**src/rtl/riscv_pkg.sv**
```systemverilog
// Shared definitions for the instruction-fetch front end.
package riscv_pkg;

    localparam logic [31:0] RESET_VECTOR_DEFAULT = 32'h8000_0000;
    localparam logic [31:0] NOP_INSTR            = 32'h0000_0013;

    typedef enum logic [1:0] {
        REQ,
        WAIT,
        HOLD
    } fetch_state_e;

endpackage

```
**src/rtl/fetch_unit_pc_reg.sv**
```systemverilog
// Program counter register: synchronous active-low reset, load, and +4 increment.
module pc_reg #(
    parameter int unsigned      XLEN         = 32,
    parameter logic [XLEN-1:0]  RESET_VECTOR = 32'h8000_0000
) (
    input  logic            clk,
    input  logic            rst_n,
    input  logic            load,
    input  logic [XLEN-1:0] load_val,
    input  logic            inc,
    output logic [XLEN-1:0] pc
);

    always_ff @(posedge clk) begin
        if (!rst_n) begin
            pc <= RESET_VECTOR;
        end else if (load) begin
            pc <= load_val;
        end else if (inc) begin
            pc <= pc + XLEN'(4);
        end
    end

endmodule

```
**src/rtl/fetch_unit.sv**
```systemverilog
// Instruction fetch front end: owns the PC, issues one outstanding imem request,
// and hands fetched instructions to decode over a valid/ready handshake.
module fetch_unit
    import riscv_pkg::*;
#(
    parameter int unsigned      XLEN         = 32,
    parameter logic [XLEN-1:0]  RESET_VECTOR = RESET_VECTOR_DEFAULT
) (
    input  logic            clk,
    input  logic            rst_n,
    output logic            imem_req_valid,
    input  logic            imem_req_ready,
    output logic [XLEN-1:0] imem_req_addr,
    input  logic            imem_rsp_valid,
    input  logic [XLEN-1:0] imem_rsp_data,
    input  logic            redirect_valid,
    input  logic [XLEN-1:0] redirect_pc,
    output logic            instr_valid,
    input  logic            instr_ready,
    output logic [XLEN-1:0] instr,
    output logic [XLEN-1:0] instr_pc,
    output logic            fetch_misaligned
);

    fetch_state_e    state_q, state_d;
    logic            squash_q, squash_d;
    logic            pc_inc;
    logic            capture;
    logic [XLEN-1:0] pc;
    logic [XLEN-1:0] redirect_aligned;

    assign redirect_aligned = {redirect_pc[XLEN-1:2], 2'b00};

    pc_reg #(
        .XLEN         (XLEN),
        .RESET_VECTOR (RESET_VECTOR)
    ) u_pc_reg (
        .clk      (clk),
        .rst_n    (rst_n),
        .load     (redirect_valid),
        .load_val (redirect_aligned),
        .inc      (pc_inc),
        .pc       (pc)
    );

    always_ff @(posedge clk) begin
        if (!rst_n) begin
            state_q          <= REQ;
            squash_q         <= 1'b0;
            instr            <= XLEN'(NOP_INSTR);
            instr_pc         <= RESET_VECTOR;
            fetch_misaligned <= 1'b0;
        end else begin
            state_q          <= state_d;
            squash_q         <= squash_d;
            fetch_misaligned <= redirect_valid && (redirect_pc[1:0] != 2'b00);
            if (capture) begin
                instr    <= imem_rsp_data;
                instr_pc <= pc;
            end
        end
    end

    // Redirect wins everywhere: an accepted request or a pending response is
    // marked stale via squash, and a buffered instruction is abandoned.
    always_comb begin
        state_d  = state_q;
        squash_d = squash_q;
        pc_inc   = 1'b0;
        capture  = 1'b0;
        unique case (state_q)
            REQ: begin
                if (imem_req_ready) begin
                    state_d  = WAIT;
                    squash_d = redirect_valid;
                end
            end
            WAIT: begin
                if (imem_rsp_valid) begin
                    state_d  = REQ;
                    squash_d = 1'b0;
                    if (!squash_q && !redirect_valid) begin
                        capture = 1'b1;
                        pc_inc  = 1'b1;
                        state_d = HOLD;
                    end
                end else if (redirect_valid) begin
                    squash_d = 1'b1;
                end
            end
            HOLD: begin
                if (instr_ready || redirect_valid) begin
                    state_d = REQ;
                end
            end
            default: state_d = REQ;
        endcase
    end

    assign imem_req_valid = rst_n && (state_q == REQ);
    assign imem_req_addr  = pc;
    assign instr_valid    = (state_q == HOLD);

endmodule
```
**config.mk**
```make
export PLATFORM = sky130hd
export DESIGN_NAME = fetch_unit
export DESIGN_NICKNAME = d
export VERILOG_FILES = /design/src/rtl/riscv_pkg.sv /design/src/rtl/fetch_unit_pc_reg.sv /design/src/rtl/fetch_unit.sv
export SDC_FILE = /design/constraint.sdc
export NUM_CORES = 1
export LEC_CHECK = 0
export BUFFER_PORTS_ARGS = -buffer_cell sky130_fd_sc_hd__buf_2
export CORE_MARGIN = 10
export CORE_UTILIZATION = 48
export CTS_CLUSTER_SIZE = 40
export DETAILED_ROUTE_END_ITERATION = 16
export GPL_ROUTABILITY_DRIVEN = 0
export PLACE_DENSITY = 0.84
export RECOVER_POWER = 100
export REMOVE_ABC_BUFFERS = 1
export SYNTH_ARGS = -nofsm -noshare
export SYNTH_HDL_FRONTEND = slang
export SYNTH_SLANG_ARGS = --single-unit
```
**constraint.sdc**
```tcl
create_clock -name clk -period 2.19 [get_ports clk]
set_clock_uncertainty 0.05 [all_clocks]
set_input_delay 0.219 -clock clk [delete_from_list [all_inputs] [get_ports clk]]
set_output_delay 0.219 -clock clk [all_outputs]
set_load 0.01 [all_outputs]
```
==> metrics.md, run 1 <==
| Metric | Value |
|---|---|
| Status | `completed` |
| Final Cell Area | `5333 um^2` |
| Library cells used by synthesis | `47` |
| Fill cell count | `810` |
| Crit-path max FO | `12` |
| Beginning of the critical path | `u_pc_reg.pc[17]$_SDFFE_PN0P_` |
| Row count | `34` |
| Place WS | `0.09943 ns` |
| Crit path DAT | `2.31 ns` |
| Critical path required time | `2.39 ns` |
| Clk buf depth | `2` |
| Mapped Cells | `512` |
| First-pass GRT wire length | `20.64 mm` |
| Via count | `4274` |
| Fin. Hold Viols | `0` |
| Nets | `740` |
| Post-synthesis xor/xnor area fraction | `0.01660` |
| Fin crit period | `2.113 ns` |
| Chip width | `113.8 um` |
| Post-CTS Resized | `0` |
| Synth Cell Area | `4222 um^2` |
| Die Y | `113.8 um` |
| CTS Buf Count | `9` |
| CP Launch Type | `register` |
| Worst-margin pin slew | `0.9804 ns` |
| Main combinational cell family by area after synthesis | `simple AND/OR/NAND/NOR gates` |
| Yosys warnings | `0` |
| Leakage dissipation | `1.968 nW` |
| HP Class | `input pin to register` |
| DIE AREA | `12950 um^2` |
| CP max stage cell | `or4_4` |
| Most frequent cell after synthesis | `nand2_1` |
| Mux contribution to synthesized area | `0.002371` |
| PD cells | `739.4 nW/um^2` |
| Vias in the first global route | `4144` |
| Register area share after synthesis | `0.4552` |
| Largest net degree at the start of global routing | `38` |
| Starting Density | `0.4888` |
| DRC errors left | `0` |
| CTS Hold Buffers Added | `0` |
| Core box area | `8636 um^2` |
| Number of flip-flops in the largest register | `32` |
| Crit Path Class | `register to register` |
| Top post-synthesis cells by count | `nand2_1 (139), dfxtp_1 (96), a21boi_0 (58)` |
| Hpwl dp | `9.622 mm` |
| Synth Area in Simple Gates | `0.2570` |
| # clock sinks | `96` |
| Crit-path cells | `nand4_2 > or4_4 > o31a_2 > o311a_1` |
| Worst min-delay path startpoint | `imem_rsp_data[1]` |
| Share of the synthesized area in the top cell type | `0.4552` |
| Worst vdd ir | `0.0003783 V` |
| DR vias/cell | `5.458` |
| Post-DRT Antenna Nets | `0` |
| Post-synth EDFFs | `0` |
| Final WS setup | `0.07708 ns` |
| Synth Register Bits | `96` |
| Total track usage | `0.1920` |
| Ys async rst share | `0` |
| Total wire length | `13.08 mm` |
| Wire per inst | `16.70 um` |
| I/O pin count | `169` |
| Main flop type after synthesis | `dfxtp_1` |
| Avg Synthesized Cell Area | `8.245 um^2` |
| FF+latch area | `1922 um^2` |
| Number of levels in the clock H-tree | `3` |
| Initial DRC count | `309` |
| Max-Cap Viols | `0` |
| Core Util, Final | `0.6175` |
| Post-Synth Adder-Cell Area | `0.002964` |
| Post-CTS Setup Repair Bufs | `0` |
| Clock transition at path regs | `0.10 ns` |
| Initial antenna violation count | `1` |
| Relative slew slack | `0.3464` |
| Max stage delay on crit path | `0.64 ns` |
| P&R area growth vs syn | `26.32%` |
| Unrepaired setup endpoints after global routing | `false` |
| Dpl cell area | `5172 um^2` |
| Compound-Gate Fraction of Synth Area | `0.2170` |
| Multi-input logic area | `2118 um^2` |
| Max frequency | `473.3 MHz` |
| Design Power | `3.943 mW` |
| I/O Buffers | `164` |
| Reg2reg start | `u_pc_reg.pc[17]$_SDFFE_PN0P_` |
| Overflow after GRT | `0` |
| Yosys top cell by area | `dfxtp_1` |
| Layout cells sized above 1 | `0.1751` |
| CP Capture Type | `register` |
| Ranking of synthesized cells by area | `dfxtp_1 (46%), nand2_1 (12%), a21boi_0 (10%)` |
| Clock Latency Late Sink | `0.36 ns` |
| Max-slew violations | `0` |
| CTS tree | `done` |
| 1st-pass router iterations | `5` |
| Root Buffer | `clkbuf_8` |
| Final setup fails | `0` |
| Final worst path period share | `0.9648` |
==> cell usage in the layout, fill, tap and decap left out, types with 7 or more instances in the layout <==
cell	count
clkbuf_1	97
a21boi_0	58
dfxtp_1	96
o311a_1	8
nand3_1	17
buf_2	76
nor4_1	7
nor2_1	10
buf_4	12
clkbuf_8	11
nand2_1	138
nand4_1	10
o21ai_0	27
a31oi_1	10
nand2b_1	12
a21oi_1	8
==> per-stage QoR <==
stage	setup TNS, ns	hold WS, ns	cells
floorplan	-42.83	0.2408	473
global placement	0	0.3817	766
detailed placement	0	0.3819	766
CTS	0	0.001560	782
global route	0	0.01313	783
finish	0	0.01438	783
==> layer usage <==
metal	global-route usage	routed length, um	vias to the layer above
li1	-	-	2095
met1	0.2242	5419	1982
met2	0.3154	6047	168
met3	0.06719	1265	29
met4	0.07686	346	0
met5	0	0	-
==> kinds of logic after synthesis <==
group	Yosys count
AOI/OAI and AO/OA	129
adders and majority gates	1
and+or+nand+nor	229
buffers and inverters	47
DFF	96
muxes	1
other	1
xor gates and xnor gates	8
==> final timing paths <==
| kind | to | slack [ns] | depth (start not counted) |
|---|---|---|---|
| worst max register to register | u_pc_reg.pc[27]$_SDFFE_PN0P_ | 0.08 | 4 |
| worst max-delay path | u_pc_reg.pc[27]$_SDFFE_PN0P_ | 0.08 | 4 |
| worst min-delay path | instr[1]$_SDFFE_PN1P_ | 0.01 | 3 |
| worst min register to register | instr_pc[5]$_SDFFE_PN0P_ | 0.42 | 2 |
==> layout make-up <==
class                           instances  share of cell area
Multi-Input combinational cell        372              0.3972
Sequential cell                        96              0.3604
Timing Repair Buffer                  185              0.1565
Clock buffer                           11             0.02839
Clock inverter                          5             0.02816
Tap cell                              108             0.02534
Inverter                                5            0.003519
Antenna cell                            1           0.0004693
==> critical path, delay by kind of cell, from the launching register on <==
kind / cells / cell delay [ns]
simple gates: 2 / 0.84
compound gates: 2 / 0.68
flops: 1 / 0.43
==> where the power goes <==
part           switching (mW)  internal (mW)
combinational           0.231          0.170
clock                   0.615           1.05
sequential             0.0668           1.81
total                   0.912           3.03
(Power assumes the default switching activity.)
==> run 2: changes to the inputs <==
- ABC_AREA: unset -> 1
- CELL_PAD_IN_SITES_DETAIL_PLACEMENT: unset -> 0
- CELL_PAD_IN_SITES_GLOBAL_PLACEMENT: unset -> 2
- CORE_UTILIZATION: 48 -> 25
- PLACE_DENSITY: 0.84 -> 0.83
==> metrics.md, run 2 <==
| Metric | Value |
|---|---|
| Number of flip-flops in the largest register | `32` |
| Mapped Cells | `657` |
| Post-synth EDFFs | `0` |
| DRC errors left | `0` |
| Chip width | `154.0 um` |
| Initial antenna violation count | `0` |
| Max stage delay on crit path | `0.42 ns` |
| 1st-pass router iterations | `4` |
| I/O Buffers | `164` |
| Crit-path max FO | `6` |
| Post-Synth Adder-Cell Area | `0.002786` |
| Unrepaired setup endpoints after global routing | `false` |
| Core box area | `17480 um^2` |
| Total wire length | `16.36 mm` |
| Most frequent cell after synthesis | `nand2_1` |
| Total track usage | `0.1335` |
| Nets | `884` |
| Most frequent cells in the layout | `nor2_1 (140), nand2_1 (138), clkbuf_1 (97)` |
| I/O pin count | `169` |
| Clock Latency Late Sink | `0.35 ns` |
| Die Y | `154.0 um` |
| Crit-path cells | `ha_1 > nand2_1 > nor2_4 > nand3_2 > nor2_1 > a21oi_1 > nor2_1 > nor2_1` |
| Yosys top cell by area | `dfxtp_1` |
| Main flop type after synthesis | `dfxtp_1` |
| CP max stage cell | `dfxtp_1` |
| Avg Synthesized Cell Area | `6.835 um^2` |
| Status | `completed` |
| First-pass GRT wire length | `25.72 mm` |
| Via count | `4614` |
| Commonest non-fill, non-tap cell in the layout | `nor2_1` |
| Hpwl dp | `12.11 mm` |
| Worst-margin pin slew | `1.167 ns` |
| Largest net degree at the start of global routing | `58` |
| Fill cell count | `2033` |
| Synth Register Bits | `96` |
| Post-DRT Antenna Nets | `0` |
| DIE AREA | `23720 um^2` |
| Crit path DAT | `2.01 ns` |
| Design Power | `3.982 mW` |
| CP most frequent cell | `nor2_1` |
| Main combinational cell family by area after synthesis | `simple AND/OR/NAND/NOR gates` |
| Mux contribution to synthesized area | `0` |
| Post-CTS Setup Repair Bufs | `0` |
| Leakage dissipation | `2.317 nW` |
| Number of levels in the clock H-tree | `3` |
| CP Launch Type | `register` |
| Fin crit period | `1.832 ns` |
| Max frequency | `545.8 MHz` |
| Root Buffer | `clkbuf_16` |
| Clk buf depth | `2` |
| Row count | `48` |
| Synth Area in Simple Gates | `0.3391` |
| Wire per inst | `15.67 um` |
| Critical path required time | `2.36 ns` |
| Relative slew slack | `0.2219` |
| Synth Cell Area | `4491 um^2` |
| Starting Density | `0.2569` |
| Hold WS | `0.02815 ns` |
| Ranking of synthesized cells by area | `dfxtp_1 (43%), nand2_1 (12%), nor2_1 (11%)` |
| Compound-Gate Fraction of Synth Area | `0.1259` |
| Top post-synthesis cells by count | `nand2_1 (138), nor2_1 (136), dfxtp_1 (96)` |
| DR vias/cell | `4.420` |
| Initial DRC count | `150` |
| CTS Buf Count | `9` |
| # clock sinks | `96` |
| Yosys warnings | `0` |
| Register area share after synthesis | `0.4280` |
| Vias in the first global route | `4617` |
| CTS Hold Buffers Added | `0` |
| CTS tree | `done` |
| Worst vdd ir | `0.0003775 V` |
| Library cells used by synthesis | `35` |
| Layout cells sized above 1 | `0.1345` |
| Overflow after GRT | `0` |
| CP Capture Type | `register` |
| Fin. Hold Viols | `0` |
| HP Class | `input pin to register` |
| PD cells | `702.8 nW/um^2` |
| Share of the synthesized area in the top cell type | `0.4280` |
| Clock transition at path regs | `0.07 ns` |
| Ys async rst share | `0` |
| Max-Cap Viols | `0` |
| P&R area growth vs syn | `26.16%` |
| Post-synthesis xor/xnor area fraction | `0.007802` |
| Crit Path Class | `register to register` |
| Final setup fails | `0` |
| Post-CTS Resized | `0` |
| Final worst path period share | `0.8366` |
| Max-slew violations | `0` |
| Final setup TNS | `0 ns` |
run 2: cell count changes in the layout (fill, tap and decap cells not counted), sizes merged, moves of 8 or more:
cell / delta
nor3: +12
buf: -8
inv: +55
o311a: -8
nand2b: -12
nand3: +29
a21oi: +13
nand4: -9
o21ai: +34
a21boi: -56
nor2: +136
run 2: power breakdown:
part           switching (mW)  internal (mW)  total (mW)
Clock                   0.725          0.799        1.52
Sequential             0.0795           1.84        1.92
Combinational           0.340          0.199       0.538
Total                    1.14           2.84        3.98
run 2: final timing paths:
kind                               start                           end  slack (ns)  cells after the start
min                       redirect_pc[0]   fetch_misaligned$_SDFF_PN0_        0.03                      3
max          u_pc_reg.pc[3]$_SDFFE_PN0P_  u_pc_reg.pc[24]$_SDFFE_PN0P_        0.36                      8
min reg2reg    instr_pc[28]$_SDFFE_PN0P_     instr_pc[28]$_SDFFE_PN0P_        0.41                      2
max reg2reg  u_pc_reg.pc[3]$_SDFFE_PN0P_  u_pc_reg.pc[24]$_SDFFE_PN0P_        0.36                      8
run 2: layout make-up:
cell class | count | area [um^2] | share of cell area
multi-input combinational | 468 | 2123 | 0.3748
sequential | 96 | 1922 | 0.3392
timing repair buffer | 177 | 830.8 | 0.1466
tap | 225 | 281.5 | 0.04969
clock buffer | 11 | 242.7 | 0.04284
inverter | 61 | 230.2 | 0.04064
clock inverter | 5 | 32.53 | 0.005742
antenna | 1 | 2.502 | 0.0004417
run 2: worst max-delay path, delay by kind of cell (launching register included):
family                     cells  cell delay [ns]
and+or+nand+nor                6             0.95
AOI/OAI and AO/OA              1             0.11
adders and majority gates      1             0.19
DFF                            1             0.42
run 2: logic make-up after synthesis:
family / count (synthesis)
XOR/XNOR: 4
AO/OA/AOI/OAI: 104
AND/OR/NAND/NOR: 355
other: 1
adder cells (fa/ha/maj): 1
buffers and inverters: 96
flip-flops: 96
run 2: layer usage:
metal  vias to the layer above  part of all wire  GRT usage
li1                       2416                 -          -
met3                         6             0.074    0.04073
met5                         -                 0          0
met2                       130              0.42     0.1993
met1                      2062              0.50     0.1804
met4                         0            0.0068    0.03779
run 2: per-stage QoR:
| stage | cells | util | area [um^2] | worst slack, ns |
|---|---|---|---|---|
| after floorplan | 625 | - | 4303 | 0.02283 |
| after global placement | 1027 | 0.3170 | 5540 | 0.4704 |
| after detailed placement | 1027 | 0.3170 | 5540 | 0.4648 |
| after CTS | 1043 | 0.3328 | 5816 | 0.4442 |
| after global routing | 1043 | 0.3240 | 5663 | 0.1340 |
| final | 1044 | 0.3242 | 5665 | 0.3579 |
